===== src/rtl/blit_pkg.sv =====
// blit_pkg: mode encodings, FSM states and width helper shared by the blitter files
package blit_pkg;
  typedef enum logic [1:0] {
    MODE_OPAQUE = 2'b00,
    MODE_TRANSP = 2'b01,
    MODE_CLEAR  = 2'b10,
    MODE_RSVD   = 2'b11
  } mode_e;
  typedef enum logic [1:0] {ST_IDLE, ST_SCAN, ST_FLUSH, ST_DONE} state_e;
  function automatic int bits(input int n);
    return n > 1 ? $clog2(n) : 1;
  endfunction
endpackage


===== src/rtl/blit_if.sv =====
// blit_if: control, ROM read and pixel-write signals between controller, ROM, blitter and adapter
interface blit_if import blit_pkg::*; #(
  parameter int SCREEN_W    = 160,
  parameter int SCREEN_H    = 120,
  parameter int IMG_W       = 160,
  parameter int IMG_H       = 120,
  parameter int NUM_IMAGES  = 4,
  parameter int COLOUR_BITS = 3
) ();
  localparam int X_BITS    = bits(SCREEN_W);
  localparam int Y_BITS    = bits(SCREEN_H);
  localparam int I_BITS    = bits(NUM_IMAGES);
  localparam int ADDR_BITS = bits(NUM_IMAGES * IMG_W * IMG_H);
  logic                   start;
  logic [1:0]             mode;
  logic [I_BITS-1:0]      img_sel;
  logic [X_BITS-1:0]      x0;
  logic [Y_BITS-1:0]      y0;
  logic [COLOUR_BITS-1:0] fill_colour;
  logic [ADDR_BITS-1:0]   rom_addr;
  logic [COLOUR_BITS-1:0] rom_q;
  logic                   plot;
  logic [X_BITS-1:0]      x;
  logic [Y_BITS-1:0]      y;
  logic [COLOUR_BITS-1:0] colour;
  logic                   busy;
  logic                   done;
  modport master (
    output start, mode, img_sel, x0, y0, fill_colour, rom_q,
    input  rom_addr, plot, x, y, colour, busy, done
  );
  modport slave (
    input  start, mode, img_sel, x0, y0, fill_colour, rom_q,
    output rom_addr, plot, x, y, colour, busy, done
  );
endinterface


===== src/rtl/blit_pipe.sv =====
// blit_pipe: DEPTH-stage delay of {valid, clip, x, y} so coordinates line up with rom_q
module blit_pipe #(
  parameter int DEPTH = 1,
  parameter int XB    = 8,
  parameter int YB    = 7
) (
  input  logic          CLOCK_50,
  input  logic          reset_n,
  input  logic          valid_in,
  input  logic          clip_in,
  input  logic [XB-1:0] x_in,
  input  logic [YB-1:0] y_in,
  output logic          valid_out,
  output logic          clip_out,
  output logic [XB-1:0] x_out,
  output logic [YB-1:0] y_out
);
  localparam int W = XB + YB + 2;
  logic [W-1:0] sr [DEPTH];
  always_ff @(posedge CLOCK_50 or negedge reset_n)
    if (!reset_n)
      for (int i = 0; i < DEPTH; i++) sr[i] <= '0;
    else begin
      sr[0] <= {valid_in, clip_in, x_in, y_in};
      for (int i = 1; i < DEPTH; i++) sr[i] <= sr[i-1];
    end
  assign {valid_out, clip_out, x_out, y_out} = sr[DEPTH-1];
endmodule


===== src/rtl/image_blitter.sv =====
// image_blitter: start/busy/done raster copy of a ROM image (or a solid fill) into the VGA pixel port
module image_blitter import blit_pkg::*; #(
  parameter int SCREEN_W    = 160,
  parameter int SCREEN_H    = 120,
  parameter int IMG_W       = 160,
  parameter int IMG_H       = 120,
  parameter int NUM_IMAGES  = 4,
  parameter int COLOUR_BITS = 3,
  parameter int ROM_LATENCY = 1,
  parameter int KEY_COLOUR  = 0
) (
  input logic   CLOCK_50,
  input logic   reset_n,
  blit_if.slave bus
);
  localparam int X_BITS    = bits(SCREEN_W);
  localparam int Y_BITS    = bits(SCREEN_H);
  localparam int I_BITS    = bits(NUM_IMAGES);
  localparam int ADDR_BITS = bits(NUM_IMAGES * IMG_W * IMG_H);
  localparam int MW        = IMG_W > SCREEN_W ? IMG_W : SCREEN_W;
  localparam int MH        = IMG_H > SCREEN_H ? IMG_H : SCREEN_H;
  localparam int CW        = bits(MW);
  localparam int RW        = bits(MH);
  localparam int DW        = (X_BITS > CW ? X_BITS : CW) + 1;
  localparam int DH        = (Y_BITS > RW ? Y_BITS : RW) + 1;
  localparam logic [ADDR_BITS-1:0] IMG_SZ = ADDR_BITS'(IMG_W * IMG_H);
  localparam logic [ADDR_BITS-1:0] ROW_SZ = ADDR_BITS'(IMG_W);
  state_e                 state, state_n;
  logic [1:0]             mode_r;
  logic [I_BITS-1:0]      img_r;
  logic [X_BITS-1:0]      x0_r;
  logic [Y_BITS-1:0]      y0_r;
  logic [COLOUR_BITS-1:0] fill_r;
  logic [CW-1:0]          col, w_m1;
  logic [RW-1:0]          row, h_m1;
  logic [1:0]             fcnt;
  logic                   clear, col_end, last, scan, clip;
  logic [DW-1:0]          dx;
  logic [DH-1:0]          dy;
  logic                   p_valid, p_clip;
  logic [X_BITS-1:0]      p_x;
  logic [Y_BITS-1:0]      p_y;
  always_comb begin
    clear   = mode_r == MODE_CLEAR;
    scan    = state == ST_SCAN;
    w_m1    = clear ? CW'(SCREEN_W - 1) : CW'(IMG_W - 1);
    h_m1    = clear ? RW'(SCREEN_H - 1) : RW'(IMG_H - 1);
    col_end = col == w_m1;
    last    = col_end && row == h_m1;
    dx      = (clear ? DW'(0) : DW'(x0_r)) + DW'(col);
    dy      = (clear ? DH'(0) : DH'(y0_r)) + DH'(row);
    clip    = dx >= DW'(SCREEN_W) || dy >= DH'(SCREEN_H);
  end
  always_comb begin
    state_n = state;
    case (state)
      ST_IDLE:  state_n = bus.start ? ST_SCAN : ST_IDLE;
      ST_SCAN:  state_n = last ? ST_FLUSH : ST_SCAN;
      ST_FLUSH: state_n = fcnt == 2'(ROM_LATENCY - 1) ? ST_DONE : ST_FLUSH;
      ST_DONE:  state_n = ST_IDLE;
      default:  state_n = ST_IDLE;
    endcase
  end
  always_ff @(posedge CLOCK_50 or negedge reset_n)
    if (!reset_n) state <= ST_IDLE;
    else state <= state_n;
  always_ff @(posedge CLOCK_50 or negedge reset_n)
    if (!reset_n) begin
      mode_r <= '0;
      img_r  <= '0;
      x0_r   <= '0;
      y0_r   <= '0;
      fill_r <= '0;
      col    <= '0;
      row    <= '0;
      fcnt   <= '0;
    end else if (state == ST_IDLE && bus.start) begin
      mode_r <= bus.mode;
      img_r  <= bus.img_sel;
      x0_r   <= bus.x0;
      y0_r   <= bus.y0;
      fill_r <= bus.fill_colour;
      col    <= '0;
      row    <= '0;
      fcnt   <= '0;
    end else if (scan) begin
      col <= col_end ? '0 : col + 1'b1;
      row <= col_end ? row + 1'b1 : row;
    end else if (state == ST_FLUSH) fcnt <= fcnt + 1'b1;
  blit_pipe #(.DEPTH(ROM_LATENCY), .XB(X_BITS), .YB(Y_BITS)) u_pipe (
    .CLOCK_50 (CLOCK_50),
    .reset_n  (reset_n),
    .valid_in (scan),
    .clip_in  (clip),
    .x_in     (dx[X_BITS-1:0]),
    .y_in     (dy[Y_BITS-1:0]),
    .valid_out(p_valid),
    .clip_out (p_clip),
    .x_out    (p_x),
    .y_out    (p_y)
  );
  // outputs are pipe registers qualified by rom_q, which is itself registered inside the ROM
  assign bus.rom_addr = scan && !clear ? ADDR_BITS'(img_r) * IMG_SZ + ADDR_BITS'(row) * ROW_SZ + ADDR_BITS'(col) : '0;
  assign bus.busy     = scan || state == ST_FLUSH;
  assign bus.done     = state == ST_DONE;
  assign bus.plot     = p_valid && !p_clip && !(mode_r == MODE_TRANSP && bus.rom_q == COLOUR_BITS'(KEY_COLOUR));
  assign bus.x        = p_x;
  assign bus.y        = p_y;
  assign bus.colour   = !p_valid ? '0 : clear ? fill_r : bus.rom_q;
endmodule


===== src/flat_wrapper.sv =====
// flat-port wrapper written by rule: the top's interface ports become plain ports
module image_blitter_flat import blit_pkg::*;
#(
  parameter int SCREEN_W    = 160,
  parameter int SCREEN_H    = 120,
  parameter int IMG_W       = 160,
  parameter int IMG_H       = 120,
  parameter int NUM_IMAGES  = 4,
  parameter int COLOUR_BITS = 3,
  parameter int ROM_LATENCY = 1,
  parameter int KEY_COLOUR  = 0
)
  (CLOCK_50, reset_n, bus_start, bus_mode, bus_img_sel, bus_x0, bus_y0, bus_fill_colour, bus_rom_q, bus_rom_addr, bus_plot, bus_x, bus_y, bus_colour, bus_busy, bus_done);
  blit_if #(.SCREEN_W(SCREEN_W), .SCREEN_H(SCREEN_H), .IMG_W(IMG_W), .IMG_H(IMG_H), .NUM_IMAGES(NUM_IMAGES), .COLOUR_BITS(COLOUR_BITS)) bus_i ();
  input logic CLOCK_50;
  input logic reset_n;
  input wire logic [$bits(bus_i.start)-1:0] bus_start;
  input wire logic [$bits(bus_i.mode)-1:0] bus_mode;
  input wire logic [$bits(bus_i.img_sel)-1:0] bus_img_sel;
  input wire logic [$bits(bus_i.x0)-1:0] bus_x0;
  input wire logic [$bits(bus_i.y0)-1:0] bus_y0;
  input wire logic [$bits(bus_i.fill_colour)-1:0] bus_fill_colour;
  input wire logic [$bits(bus_i.rom_q)-1:0] bus_rom_q;
  output wire logic [$bits(bus_i.rom_addr)-1:0] bus_rom_addr;
  output wire logic [$bits(bus_i.plot)-1:0] bus_plot;
  output wire logic [$bits(bus_i.x)-1:0] bus_x;
  output wire logic [$bits(bus_i.y)-1:0] bus_y;
  output wire logic [$bits(bus_i.colour)-1:0] bus_colour;
  output wire logic [$bits(bus_i.busy)-1:0] bus_busy;
  output wire logic [$bits(bus_i.done)-1:0] bus_done;
  assign bus_i.start = bus_start;
  assign bus_i.mode = bus_mode;
  assign bus_i.img_sel = bus_img_sel;
  assign bus_i.x0 = bus_x0;
  assign bus_i.y0 = bus_y0;
  assign bus_i.fill_colour = bus_fill_colour;
  assign bus_i.rom_q = bus_rom_q;
  assign bus_rom_addr = bus_i.rom_addr;
  assign bus_plot = bus_i.plot;
  assign bus_x = bus_i.x;
  assign bus_y = bus_i.y;
  assign bus_colour = bus_i.colour;
  assign bus_busy = bus_i.busy;
  assign bus_done = bus_i.done;
  image_blitter #(.SCREEN_W(SCREEN_W), .SCREEN_H(SCREEN_H), .IMG_W(IMG_W), .IMG_H(IMG_H), .NUM_IMAGES(NUM_IMAGES), .COLOUR_BITS(COLOUR_BITS), .ROM_LATENCY(ROM_LATENCY), .KEY_COLOUR(KEY_COLOUR)) u_core (.CLOCK_50(CLOCK_50), .reset_n(reset_n), .bus(bus_i));
endmodule

===== config.mk =====
export PLATFORM = sky130hd
export DESIGN_NAME = image_blitter_flat
export DESIGN_NICKNAME = d
export VERILOG_FILES = /design/src/rtl/blit_pkg.sv /design/src/rtl/blit_if.sv /design/src/rtl/blit_pipe.sv /design/src/rtl/image_blitter.sv /design/src/flat_wrapper.sv
export SDC_FILE = /design/constraint.sdc
export NUM_CORES = 1
export LEC_CHECK = 0
export CORE_MARGIN = 2
export CORE_UTILIZATION = 48
export DETAILED_ROUTE_END_ITERATION = 7
export PLACE_DENSITY = 0.76
export SYNTH_ARGS = -nofsm -noshare
export SYNTH_HDL_FRONTEND = slang
export SYNTH_SLANG_ARGS = --single-unit

===== constraint.sdc =====
create_clock -name CLOCK_50 -period 3.6 [get_ports CLOCK_50]
set_input_delay 0.54 -clock CLOCK_50 [delete_from_list [all_inputs] [get_ports CLOCK_50]]
set_output_delay 0.54 -clock CLOCK_50 [all_outputs]
set_load 0.02 [all_outputs]

# Word-level counts from Yosys, hierarchy flattened
# Cells that the tools add are included.
dict set report classes {
  addsub 7
  n_mul 2
  magnitude_cmp 2
  n_eq_ne 8
  mux 18
  reduce_logical 19
}
# operator count
set op_table {}
lappend op_table {{$mux W8} 4}
lappend op_table {{$mux W7} 4}
lappend op_table {{$add A17 B15 Y17} 1}
lappend op_table {{$add A17 B8 Y17} 1}
lappend op_table {{$mux W17} 1}
lappend op_table {{$mul A7 B3 Y10 const B} 1}
lappend op_table {{$add A9 B8 Y9} 1}
lappend op_table {{$ge A9 B8 Y1 const B} 1}
lappend op_table {{$mul A2 B7 Y9 const B} 1}
lappend op_table {{$add A8 B1 Y8 const B} 1}
lappend op_table {{$add A8 B7 Y8} 1}
lappend op_table {{$eq A8 B8 Y1 const B} 1}
lappend op_table {{$ge A8 B7 Y1 const B} 1}
lappend op_table {{$mux W2} 4}
lappend op_table {{$pmux W2 S4} 1}
lappend op_table {{$add A7 B1 Y7 const B} 1}
lappend op_table {{$eq A7 B7 Y1 const B} 1}
lappend op_table {{$eq A2 B2 Y1 const B} 3}
lappend op_table {{$logic_and A1 B1 Y1} 6}
lappend op_table {{$mux W3} 2}
lappend op_table {{$reduce_bool A2 Y1} 3}
lappend op_table {{$eq A2 B1 Y1 const B} 2}
lappend op_table {{$logic_not A2 Y1} 2}
lappend op_table {{$reduce_and A2 Y1} 2}
lappend op_table {{6 further kinds} 10}
dict set report totals {
  reg_bits 58
  inputBits 28
  output_inout_bits 38
  word_cells 66
}

# Logic depth before layout (Yosys ltp)
dict set report logic_depth {
  ltp_word 5
  ltp_mapped 14
  mapped_depth_nobuf 14
}

# Modules after synthesis
# Synthesis repeated with hierarchy kept, for this count alone.
dict set report hier_totals {
  hier_cells 420
  hier_area_um2 3821.2
}
# module instances cells_per_inst area_each_um2 seq_area_each_um2
set by_module_without_submodules {}
lappend by_module_without_submodules {image_blitter 1 403 3395.8 1026.0}
lappend by_module_without_submodules {blit_pipe 1 17 425.4 425.4}

# Worst setup path before layout
# No wires, ideal clock.
dict set report synth_path {
  path_kind {register -> output}
  startpoint {register u_core.row[1]}
  endpoint {output bus_rom_addr[15]}
  t_arrival_ns 3.129
  setup_slack_ns -0.069
  stages_incl_launch_ff 15
  cell_sequence {dfrtp_1 > ha_1 > ha_1 > fa_1 > a21oi_1 > nor2_1 > nor2_1 > nor2b_1 > o21a_1 > ha_1 > a2111o_1 > o21ai_0 > a21oi_1 > xnor2_1 > nor2_1}
}
dict set report synth_via {
  elab_chain_cells 4
}
# item line
set synth_rtl {}
lappend synth_rtl {{start, declared} image_blitter.sv:35} ;# logic [RW-1:0] row, h_m1;
lappend synth_rtl {{start signal, assigned} image_blitter.sv:88} ;# row <= col_end ? row + 1'b1 : row;
lappend synth_rtl {{$mul A7 B3 Y10} image_blitter.sv:103} ;# assign bus.rom_addr = scan && !clear ? ADDR_BITS'(img_r) * IMG_SZ + ADDR_BITS'(row) * ROW_SZ + ADDR_BITS'(col) ...
lappend synth_rtl {{$add A17 B15 Y17} image_blitter.sv:103}
lappend synth_rtl {{$add A17 B8 Y17} image_blitter.sv:103}
lappend synth_rtl {{$mux W17} image_blitter.sv:103}
lappend synth_rtl {{end, declared} flat_wrapper.sv:24} ;# output wire logic [$bits(bus_i.rom_addr)-1:0] bus_rom_addr;
# No other way between the ends.

# Final worst setup path
dict set report layout_path {
  startpoint {register u_core.row[3]}
  endpoint {output bus_rom_addr[15]}
}
# The elaborated chain is that of the path after synthesis.

==> metrics.md <==
| Metric | Value |
|---|---|
| Mapped cell area | `3832 µm²` |
| Hold Crit Class | `in -> async` |
| Predominant post-synthesis flop cell | `dfrtp_1` |
| Layout cell share with drive strength beyond 1 | `around 15%` |
| Clk Tree Root Cell | `clkbuf_8` |
| CP Max Fanout | `4` |
| CTS tree | `yes` |
| Dpl cells | `~600` |
| Worst setup margin | `-270.9 ps` |
| CP dominant cell by count | `ha_4` |
| Core Footprint | `7727 µm²` |
| Die area | `slightly below 9000 µm²` |
| Global-route wire length before repair | `14.80 mm` |
| Worst flop-to-flop path startpoint | `u_core.mode_r[0]$_DFFE_PN0P_` |
| Die height | `93.36 µm` |
| Routability cong. | `0.8699` |
| GRT Total Usage | `21.84%` |
| Syn-to-layout area delta | `34.12%` |
| Crit-path slowest cell | `dfrtp_1` |
| Critical path capture point type | `output pin` |
| # setup viols final | `5` |
| Routed length per instance | `14.80 µm` |
| IO Port Bufs | `65` |
| Reg2Reg Depth | `11` |
| Non-filler cells, final | `626` |
| Area of the multi-input gates | `around 2400 µm²` |
| Period utilisation layout | `107.5%` |
| Initial Util | `49.60%` |
| Worst Setup Path Type | `reg -> out` |
| Fin Hold WS | `159.0 ps` |
| Via count | `about 3300` |
| VDD IR max | `234.1 µV` |
| Final hold viol count | `0` |
| Setup TNS | `-583.4 ps` |
| Pwr dens | `250.7 nW/µm²` |
| Rel. slew slack | `~60%` |
| Cells along the critical path | `ha_4 -> ha_4 -> fa_2 -> a21oi_2 -> nor2_1 -> nor2_1 -> nor2b_1 -> o21a_1 -> ha_4 -> a2111o_1 -> o21ai_1 -> a21oi_1 -> xnor2_1 -> nor2_2 -> buf_6` |
| Yosys cell types | `42` |
| P_int | `998.6 µW` |
| Final wirelength | `a little over 9 mm` |
| Crit Reg-Reg Endpoint | `u_core.u_pipe.sr[15]$_DFF_PN0_` |
| Syn Nets | `499` |
| Clock Skew | `roughly 14 ps` |
| DR DRC count | `0` |
| Psw | `290.1 µW` |
| Slew at the pin closest to its max-slew limit | `605.5 ps` |
| CP max stage delay | `410 ps` |
| Clk sink count | `58` |
| Leak | `2.576 nW` |
| Max_cap viols | `0` |
| Die W | `93.36 µm` |
| Power Total | `1.289 mW` |
| RSZ-0062 raised after global routing | `true` |
| Worst EP arrival | `roughly 3300 ps` |
| Final core occ | `66.52%` |
| Sequential Power Share | `50.6%` |
| Slew Viols, Final | `0` |
| Sequential-to-total area share from yosys stat | `37.87%` |
| Fmax | `between 200 and 300 MHz` |
| Number of fill cells | `613` |
| Post-DP HPWL | `approximately 6.4 mm` |
| Post-synth EDFFs | `0` |
| Skew-Pair Late Insertion Delay | `350 ps` |
| Hold_buf cts | `0` |
| Clock tree buffer depth | `2` |
| YS warnings | `0` |
| Clock transition at the registers of the reported paths | `80 ps` |
| Post-synth ARST share | `100.0%` |
| Vias in the first global route | `roughly 3200` |
| Antenna cell count | `0` |
| First-iteration detailed-routing DRC count | `~140` |
| Via/cell ratio | `around 5.2` |
| FP Rows | `32` |
| Cells after Synth | `421` |
| Grt total ovfl | `0` |
| Clock period minus worst slack | `3871 ps` |
| CTS H-tree depth | `3` |
| Register area | `1454 µm²` |
| Drt pass-1 iters | `4` |
| Avg Cell Area, Syn | `9.103 µm²` |
| Status | `finished, violations left` |
| Startpoint types | `flop` |
| Reg-to-reg setup timing slack | `slightly below 600 ps` |
| Worst EP required | `3060 ps` |
| Antenna violations before repair | `0` |
| Pin count of the biggest net entering global routing | `36` |
| Flops & latches, synth | `58` |
| Net Sw Frac | `between 20% and 30%` |
| Final ANT Viol Nets | `0` |
| Clk pwr share | `45.5%` |
| Fin nets | `597` |
| Number of I/O pins | `between 60 and 70` |
| Failing checks | `setup timing` |
| Combinational share of power | `around 4%` |
| Clock buffers created by TritonCTS | `9` |
## through the flow
step	worst slack (ps)	area, µm²
floorplan	8.778	3835
global placement	-388.1	4792
detailed placement	-460.8	4792
CTS	-252.9	5044
global route	-378.4	5140
finish	-270.9	5140
## how the worst max path moves through the flow
| stage | startpoint | to | slack (ps) |
|---|---|---|---|
| detailed placement | u_core.row[1]$_DFFE_PN0P_ | bus_rom_addr[15] | -460 |
| finish | u_core.row[3]$_DFFE_PN0P_ | bus_rom_addr[15] | -270 |
| floorplan | u_core.row[1]$_DFFE_PN0P_ | bus_rom_addr[15] | 9 |
| global route | u_core.row[3]$_DFFE_PN0P_ | bus_rom_addr[15] | -380 |
| global placement | u_core.row[1]$_DFFE_PN0P_ | bus_rom_addr[15] | -390 |
| CTS | u_core.row[3]$_DFFE_PN0P_ | bus_rom_addr[15] | -250 |
## logic make-up after synthesis
logic type / after synthesis / share of synthesized area [%]
compound gates: 80 / 14.04
buf+inv: 30 / 2.938
simple gates: 173 / 21.06
xor+xnor: 26 / 5.942
mux: 4 / 1.045
flops: 58 / 37.87
fa+ha+maj: 50 / 17.11
## worst max-delay path, delay by kind of cell (launching register included)
kind            cells  cell delay (ps)
flops               1              410
buf+inv             1              140
compound gates      5              910
simple gates        4              320
fa+ha+maj           4             1000
xor+xnor            1              210
## registers in the layout, summed over array words and instances (netlist names), named ones only
register and count:
u_core.mode_r 2, u_core.fcnt 2, u_core.u_pipe.sr 17, u_core.col 8, u_core.fill_r 3, u_core.state 1, u_core.x0_r 8, u_core.y0_r 7
u_core.row 7, u_core.img_r 2
## power groups by stage
| stage | clock network [mW] | logic [mW] | registers [mW] |
|---|---|---|---|
| 3_5_place_dp | 0 | 0.0517 | 0.664 |
| 4_1_cts | 0.595 | 0.0520 | 0.651 |
| 5_1_grt | 0.630 | 0.0559 | 0.651 |
| 2_1_floorplan | 0 | 0.00458 | 0.664 |
| 3_3_place_gp | 0 | 0.0511 | 0.664 |
| 6_report | 0.586 | 0.0509 | 0.652 |
## routing by layer
layer | global-route usage, % | part of all wire [%] | vias to the layer above
met2 | 37.59 | 50 | 80
met3 | 4.351 | 4.7 | 18
li1 | - | - | 1645
met1 | 26.35 | 43 | 1518
met5 | 0 | 0 | -
met4 | 9.804 | 2.4 | 0
## cells in the final DEF, fill, tap and decap left out, drive strengths merged, types with 2 or more instances in the layout
master	count
a21oi	19
a21o	6
ha	46
nor2	31
fa	4
clkdlybuf4s50	56
nor4	2
o21bai	2
nor3	9
a211o	2
dfrtp	58
nor2b	11
nand3	6
xnor2	16
xor2	10
mux2i	4
o21ai	21
nand2	79
and3	8
buf	41
clkinvlp	2
inv	19
and2	15
or3	3
o31ai	2
o21a	9
nand2b	3
a211oi	5
clkinv	2
nand4	3
o31a	4
clkbuf	11
## what timing repair did
item,in CTS,in global routing
buffers inserted,2,2
gates cloned,0,0
setup endpoints to repair,8,7
pin swaps,14,17
gates resized for setup,52,18
## area by class of cell
class | instances | area share (%)
repair buffers | 98 | 17.36
flip-flops and latches | 58 | 28.29
multi-input cells | 333 | 46.86
clock buffers | 11 | 2.556
well taps | 102 | 2.483
inverters | 19 | 1.388
clock inverters | 5 | 1.071
## Yosys cell counts, types with 3 or more instances
cell type,instances,share of area [%]
nand3_1,6,0.78
o21a_1,9,1.8
nor2b_1,11,1.8
ha_1,46,15
inv_1,19,1.9
o31a_1,4,0.91
nand2b_1,3,0.49
nor3_1,9,1.2
xnor2_1,16,3.7
or3_1,3,0.49
clkbuf_1,11,1.1
a21oi_1,19,2.5
a211oi_1,5,0.98
mux2i_1,4,1.0
and2_1,15,2.4
nand2_1,79,7.7
nor2_1,31,3.0
o21ai_0,21,2.7
dfrtp_1,58,38
fa_1,4,2.1
a21o_1,6,1.2
xor2_1,10,2.3
and3_1,8,1.3
Note: power is estimated with default switching activity, not from simulation.
